## src/rtl/l1_icache_assoc.sv

```systemverilog
// N-way set-associative L1 instruction cache with true-LRU replacement,
// zero-latency hits, single-line refill from memory and whole-cache flush.
module l1_icache_assoc #(
    parameter int WAYS        = 4,
    parameter int SETS        = 8,
    parameter int BLOCK_WORDS = 4
) (
    input  logic                        clk_i,
    input  logic                        rst_ni,
    input  logic                        cpu_req_i,
    input  logic [31:0]                 pc_i,
    input  logic                        flush_i,
    output logic                        cpu_ready_o,
    output logic [31:0]                 instr_o,
    output logic                        mem_valid_o,
    output logic [31:0]                 mem_addr_o,
    input  logic                        mem_ready_i,
    input  logic [32*BLOCK_WORDS-1:0]   mem_rdata_i,
    output logic                        busy_o,
    output logic [31:0]                 hit_cnt_o,
    output logic [31:0]                 miss_cnt_o,
    output logic [1:0]                  dbg_state_o
);

    localparam int OFF_W  = $clog2(BLOCK_WORDS) + 2;
    localparam int SET_W  = $clog2(SETS);
    localparam int TAG_W  = 32 - SET_W - OFF_W;
    localparam int WAY_W  = $clog2(WAYS);
    localparam int WORD_W = $clog2(BLOCK_WORDS);
    localparam int LINE_W = 32 * BLOCK_WORDS;

    typedef enum logic [1:0] {
        S_LOOKUP = 2'd0,
        S_REFILL = 2'd1,
        S_FLUSH  = 2'd2
    } state_t;

    state_t state_q, state_d;

    // Storage: valid bits and LRU ranks are reset, tags and data are not.
    logic [WAYS-1:0]   valid_q [SETS];
    logic [WAY_W-1:0]  rank_q  [SETS][WAYS];
    logic [TAG_W-1:0]  tag_q   [SETS][WAYS];
    logic [LINE_W-1:0] data_q  [SETS][WAYS];

    logic [TAG_W+SET_W-1:0] miss_addr_q;
    logic                   pending_flush_q;
    logic [SET_W-1:0]       flush_idx_q;
    logic [31:0]            hit_cnt_q;
    logic [31:0]            miss_cnt_q;

    logic [TAG_W-1:0]  req_tag;
    logic [SET_W-1:0]  req_set;
    logic [WORD_W-1:0] req_word;
    logic [TAG_W-1:0]  miss_tag;
    logic [SET_W-1:0]  miss_set;

    assign req_tag  = pc_i[31 -: TAG_W];
    assign req_set  = pc_i[OFF_W +: SET_W];
    assign req_word = pc_i[2 +: WORD_W];
    assign miss_set = miss_addr_q[SET_W-1:0];
    assign miss_tag = miss_addr_q[SET_W +: TAG_W];

    // Byte-offset bits are meaningless for word-aligned fetches.
    logic unused_pc_bits;
    assign unused_pc_bits = &{1'b0, pc_i[1:0]};

    logic             hit;
    logic [WAY_W-1:0] hit_way;
    logic [LINE_W-1:0] hit_line;

    always_comb begin
        hit     = 1'b0;
        hit_way = '0;
        for (int w = 0; w < WAYS; w++) begin
            if (!hit && valid_q[req_set][w] && (tag_q[req_set][w] == req_tag)) begin
                hit     = 1'b1;
                hit_way = WAY_W'(w);
            end
        end
    end

    assign hit_line = data_q[req_set][hit_way];

    logic lookup_hit;
    logic miss_start;
    logic fill_en;

    assign lookup_hit = (state_q == S_LOOKUP) && cpu_req_i && hit;
    assign miss_start = (state_q == S_LOOKUP) && cpu_req_i && !hit && !flush_i;
    assign fill_en    = (state_q == S_REFILL) && mem_ready_i;

    // Victim: lowest-index invalid way, otherwise the way holding the oldest rank.
    logic [WAY_W-1:0] victim;
    logic             found_invalid;

    always_comb begin
        victim        = '0;
        found_invalid = 1'b0;
        for (int w = 0; w < WAYS; w++) begin
            if (!found_invalid && !valid_q[miss_set][w]) begin
                found_invalid = 1'b1;
                victim        = WAY_W'(w);
            end
        end
        if (!found_invalid) begin
            for (int w = 0; w < WAYS; w++) begin
                if (rank_q[miss_set][w] == WAY_W'(WAYS - 1)) begin
                    victim = WAY_W'(w);
                end
            end
        end
    end

    logic             access_en;
    logic [SET_W-1:0] access_set;
    logic [WAY_W-1:0] access_way;

    assign access_en  = lookup_hit || fill_en;
    assign access_set = fill_en ? miss_set : req_set;
    assign access_way = fill_en ? victim   : hit_way;

    always_comb begin
        state_d = state_q;
        case (state_q)
            S_LOOKUP: begin
                if (flush_i) begin
                    state_d = S_FLUSH;
                end else if (cpu_req_i && !hit) begin
                    state_d = S_REFILL;
                end
            end
            S_REFILL: begin
                if (mem_ready_i) begin
                    state_d = (pending_flush_q || flush_i) ? S_FLUSH : S_LOOKUP;
                end
            end
            S_FLUSH: begin
                if (flush_idx_q == SET_W'(SETS - 1)) begin
                    state_d = S_LOOKUP;
                end
            end
            default: state_d = S_LOOKUP;
        endcase
    end

    always_ff @(posedge clk_i or negedge rst_ni) begin
        if (!rst_ni) begin
            state_q         <= S_LOOKUP;
            miss_addr_q     <= '0;
            pending_flush_q <= 1'b0;
            flush_idx_q     <= '0;
            hit_cnt_q       <= '0;
            miss_cnt_q      <= '0;
            for (int s = 0; s < SETS; s++) begin
                valid_q[s] <= '0;
                for (int w = 0; w < WAYS; w++) begin
                    rank_q[s][w] <= WAY_W'(w);
                end
            end
        end else begin
            state_q <= state_d;

            if (miss_start) begin
                miss_addr_q <= {req_tag, req_set};
            end

            if (state_q == S_REFILL) begin
                if (mem_ready_i) begin
                    pending_flush_q <= 1'b0;
                end else if (flush_i) begin
                    pending_flush_q <= 1'b1;
                end
            end else begin
                pending_flush_q <= 1'b0;
            end

            if (state_q == S_FLUSH) begin
                flush_idx_q <= flush_idx_q + 1'b1;
            end else begin
                flush_idx_q <= '0;
            end

            if (lookup_hit && (hit_cnt_q != 32'hFFFF_FFFF)) begin
                hit_cnt_q <= hit_cnt_q + 32'd1;
            end
            if (miss_start && (miss_cnt_q != 32'hFFFF_FFFF)) begin
                miss_cnt_q <= miss_cnt_q + 32'd1;
            end

            if (fill_en) begin
                valid_q[miss_set][victim] <= 1'b1;
            end

            // Ways younger than the accessed one age by one; accessed way becomes MRU.
            if (access_en) begin
                for (int w = 0; w < WAYS; w++) begin
                    if (WAY_W'(w) == access_way) begin
                        rank_q[access_set][w] <= '0;
                    end else if (rank_q[access_set][w] < rank_q[access_set][access_way]) begin
                        rank_q[access_set][w] <= rank_q[access_set][w] + 1'b1;
                    end
                end
            end

            if (state_q == S_FLUSH) begin
                valid_q[flush_idx_q] <= '0;
                for (int w = 0; w < WAYS; w++) begin
                    rank_q[flush_idx_q][w] <= WAY_W'(w);
                end
            end
        end
    end

    always_ff @(posedge clk_i) begin
        if (fill_en) begin
            data_q[miss_set][victim] <= mem_rdata_i;
            tag_q[miss_set][victim]  <= miss_tag;
        end
    end

    // Memory handshake: mem_valid_o and mem_addr_o hold steady from entry into
    // REFILL until the cycle mem_ready_i is high; that cycle transfers the line.
    assign mem_valid_o = (state_q == S_REFILL);
    assign mem_addr_o  = {miss_addr_q, {OFF_W{1'b0}}};

    assign cpu_ready_o = lookup_hit;
    assign instr_o     = hit_line[32*req_word +: 32];
    assign busy_o      = (state_q != S_LOOKUP);
    assign hit_cnt_o   = hit_cnt_q;
    assign miss_cnt_o  = miss_cnt_q;
    assign dbg_state_o = state_q;

endmodule

```

## config.mk

```make
export PLATFORM = sky130hd
export DESIGN_NAME = l1_icache_assoc
export DESIGN_NICKNAME = d
export VERILOG_FILES = /design/src/rtl/l1_icache_assoc.sv
export SDC_FILE = /design/constraint.sdc
export NUM_CORES = 2
export LEC_CHECK = 0
export CORE_MARGIN = 4
export CORE_UTILIZATION = 25
export CTS_CLUSTER_SIZE = 8
export DETAILED_ROUTE_END_ITERATION = 6
export PLACE_DENSITY_LB_ADDON = 0.08
export SLEW_MARGIN = 20
export SYNTH_ARGS = -nofsm -noshare
export SYNTH_HDL_FRONTEND = slang
export SYNTH_MEMORY_MAX_BITS = 65536
export SYNTH_SLANG_ARGS = --single-unit
```

## constraint.sdc

```tcl
create_clock -name clk_i -period 15.4 [get_ports clk_i]
set_input_delay 2.31 -clock clk_i [delete_from_list [all_inputs] [get_ports clk_i]]
set_output_delay 2.31 -clock clk_i [all_outputs]
set_load 0.02 [all_outputs]
```

==> metrics.md <==
| Metric | Value |
|---|---|
| Highest-count cells in the layout ignoring fill and taps | `4,896 x edfxtp_1, 1,457 x mux4_2, 716 x clkbuf_16` |
| Die Wd | `897 um` |
| All-Layer GR Usage | `0.164` |
| Clk root buf | `clkbuf_16` |
| Pins over their slew limit | `0` |
| TritonCTS Sinks | `5,090` |
| Fin. Hold Viols | `0` |
| Die height | `897 um` |
| Worst-Margin Slew | `1180 ps` |
| Io pins | `298` |
| Vias in the first global route | `101,639` |
| Htree depth | `6` |
| Starting density of the core | `0.251` |
| Leak | `72.3 nW` |
| Clk network pwr share | `0.442` |
| Core ar. | `788,000 um2` |
| Synth Flop Type | `edfxtp_1` |
| RSZ-0062 raised after global routing | `no` |
| Longest Clk Path Bufs | `4` |
| Pwr dens | `137 nW/um2` |
| Family with the most delay on the worst path | `multiplexers` |
| CP cell instances | `buf_16, buf_4, mux4_2, mux2i_1, xor2_1, nand2_1, nor4_1, nand4_1, a21oi_4, buf_12, buf_12, buf_12, mux4_2, mux4_2, mux2_2, clkdlybuf4s50_1` |
| Syn. warnings | `0` |
| Die area | `804,000 um2` |
| Critical path's slowest cell | `mux4_2` |
| Crit Path Max Fanout | `78` |
| Maximum vdd drop | `0.0941 mV` |
| Required time worst endpoint | `13,090 ps` |
| Layout Skew | `75.9 ps` |
| Reg power frac | `0.492` |
| Gate Count Post-Synth | `8,494` |
| Clock buffer count from CTS | `711` |
| First-pass GRT wire length | `914,000 um` |
| Post-CTS Setup Bufs | `0` |
| Internal | `24.6 mW` |
| Core Util, Final | `0.297` |
| Via count | `95,191` |
| # setup viols final | `0` |
| Worst slack, placed | `3060 ps` |
| Number of nets in the layout | `9,583` |
| Mapped Area | `197,000 um2` |
| Fin crit share | `0.792` |
| ANT nets after route | `0` |
| Reg clk slew, reported paths | `50 ps` |
| PortBufs | `291` |
| DP HPWL | `369,000 um` |
| Share of the yosys chip area belonging to registers | `0.769` |
| Critical setup path kind | `primary input to primary output` |
| Post-CTS sizing | `0` |
| DRT Wirelength | `675,000 um` |
| Total negative setup slack | `0 ps` |
| Hold bufs inserted after CTS | `0` |
| Share of cells above drive strength 1 | `0.299` |
| Syn avg cell area | `23.2 um2` |
| WL/cell | `33.6 um` |
| Largest net degree at the start of global routing | `121` |
| Fmax | `0.0820 GHz` |
| Combinational power share | `0.065` |
| Crit path capture type | `primary output` |
| Number of max-cap violations | `0` |
| Area delta synth->final | `18.6%` |
| Switching share of power | `0.232` |
| Initial antenna violation count | `85` |
| Setup WS post-layout | `3210 ps` |
| Critical path startpoint category | `primary input` |
| Async set-or-reset flop fraction in the synthesized netlist | `0.0381` |
| Worst path buffer plus inverter count | `6` |
| Skew-Pair Late Insertion Delay | `1110 ps` |
| Clock period minus worst slack | `12,190 ps` |
| Commonest non-fill, non-tap cell in the layout | `edfxtp_1` |
| Worst Hold Class | `register to register` |
| Number of synthesized flops with an enable pin | `4,896` |
| TritonCTS clock tree | `done` |
| Residual overflow from global routing | `0` |
| CP peak stage delay | `670 ps` |
| DRC Markers | `0` |
| Status | `complete, no violations` |
| Gp weighted congestion | `0.773` |
| Drt via density | `4.74` |
| Crit path DAT | `9880 ps` |
| Worst slew margin | `0.212` |
| #FFs+latches synth | `5,090` |
| Distinct cells, synth | `94` |
| Net Sw Power | `7.42 mW` |
| Starting DRT DRC Count | `8,804` |
| FP Rows | `326` |
| DRT Pass-1 Iters | `6` |
[metal layers]
metal | track usage | routed length, um
met4 | 0.0286 | 12100
met5 | 0 | 139
met1 | 0.230 | 306000
met2 | 0.276 | 329000
met3 | 0.0234 | 27400
[layout make-up]
type                            instances  area [um2]
Clock inverter                         61        1010
Tap cell                            10496       13100
Clock buffer                          796       18200
Multi-Input combinational cell       2937       43700
Sequential cell                      5090      152000
Timing Repair Buffer                  647        5970
Antenna cell                           20        50.0
Fill cell                           75974      553000
Inverter                               27         101
[final timing paths]
path | slack (ps) | depth (start not counted) | to | startpoint
min in group asynchronous | 1260 | 1 | miss_cnt_o[7] | rst_ni
worst max register to register | 8430 | 12 | data_q[2][459] | miss_addr_q[1]
worst min-delay path | 480 | 1 | hit_cnt_o[11] | hit_cnt_o[11]
max in group asynchronous | 12090 | 3 | miss_addr_q[0] | rst_ni
worst min register to register | 480 | 1 | hit_cnt_o[11] | hit_cnt_o[11]
worst max-delay path | 3210 | 16 | instr_o[0] | pc_i[5]
[sequential cells by signal, summed over array words and instances, names as in the netlist]
name	cells
miss_addr_q	28
dbg_state_o	2
pending_flush_q	1
valid_q	32
rank_q	64
flush_idx_q	3
hit_cnt_o	32
miss_cnt_o	32
tag_q	800
data_q	4096
[cell usage after synthesis (20+ instances only)]
library cell  number  share of area
o211ai_1          42         0.0016
nor3_1            39        0.00099
nand2_1          144         0.0027
dfrtp_1          162          0.021
mux4_2          1457           0.17
edfxtp_1        4896           0.74
clkbuf_1         324         0.0062
buf_2             49         0.0012
nor2_1           128         0.0024
dfstp_2           32         0.0043
o21ai_1           20        0.00051
xor2_1            53         0.0024
xnor2_1           64         0.0028
nand4_1           35         0.0011
o21ai_0           84         0.0021
mux2i_1          241          0.012
a22oi_1           57         0.0022
and3_1            32         0.0010
nand3_1           87         0.0022
a22o_1            29         0.0013
buf_4             22        0.00084
mux2_2            98         0.0056
o22ai_1           23        0.00073
a21oi_1           58         0.0015
inv_1             27        0.00051
buf_6             26         0.0015
buf_1             21        0.00040
[power by group through the flow]
| stage | combinational, mW | clock [mW] | sequential (mW) |
|---|---|---|---|
| CTS | 2.16 | 14.6 | 15.8 |
| detailed placement | 2.15 | 0 | 16.0 |
| floorplan | 0.908 | 0 | 16.1 |
| global placement | 2.12 | 0 | 16.0 |
| finish | 2.09 | 14.1 | 15.7 |
| global route | 2.24 | 15.2 | 15.7 |
[through the flow]
step	area (um2)	power, mW	std cells	hold WS [ps]
after global routing	234000	33.2	20055	497
after CTS	234000	32.5	20052	486
after global placement	215000	18.1	19191	475
after floorplan	197000	17.0	8497	475
after detailed placement	215000	18.2	19195	479
final	234000	32.0	20074	485
[kinds of logic (layout without fill, tap and decap cells)]
family	after synthesis	count (layout)	synth area share
flops	5090	5090	0.769
mux	1800	1800	0.184
simple gates	594	594	0.0154
buf+inv	470	1531	0.0107
compound gates	417	417	0.0147
xor+xnor	117	117	0.00519
fa+ha+maj	5	5	0.000304
other cells	1	24	0.0000190
[worst reg2reg max path: stages, from the launching register on]
cell and delay [ps]:
dfrtp_1 840, buf_4 420, mux2_2 380, mux4_2 490, o311ai_0 380, a21oi_1 230
o21ai_0 230, buf_4 170, nand2_1 450, nor3_2 430, buf_4 610, buf_4 870
buf_4 950
(Power assumes the default switching activity.)
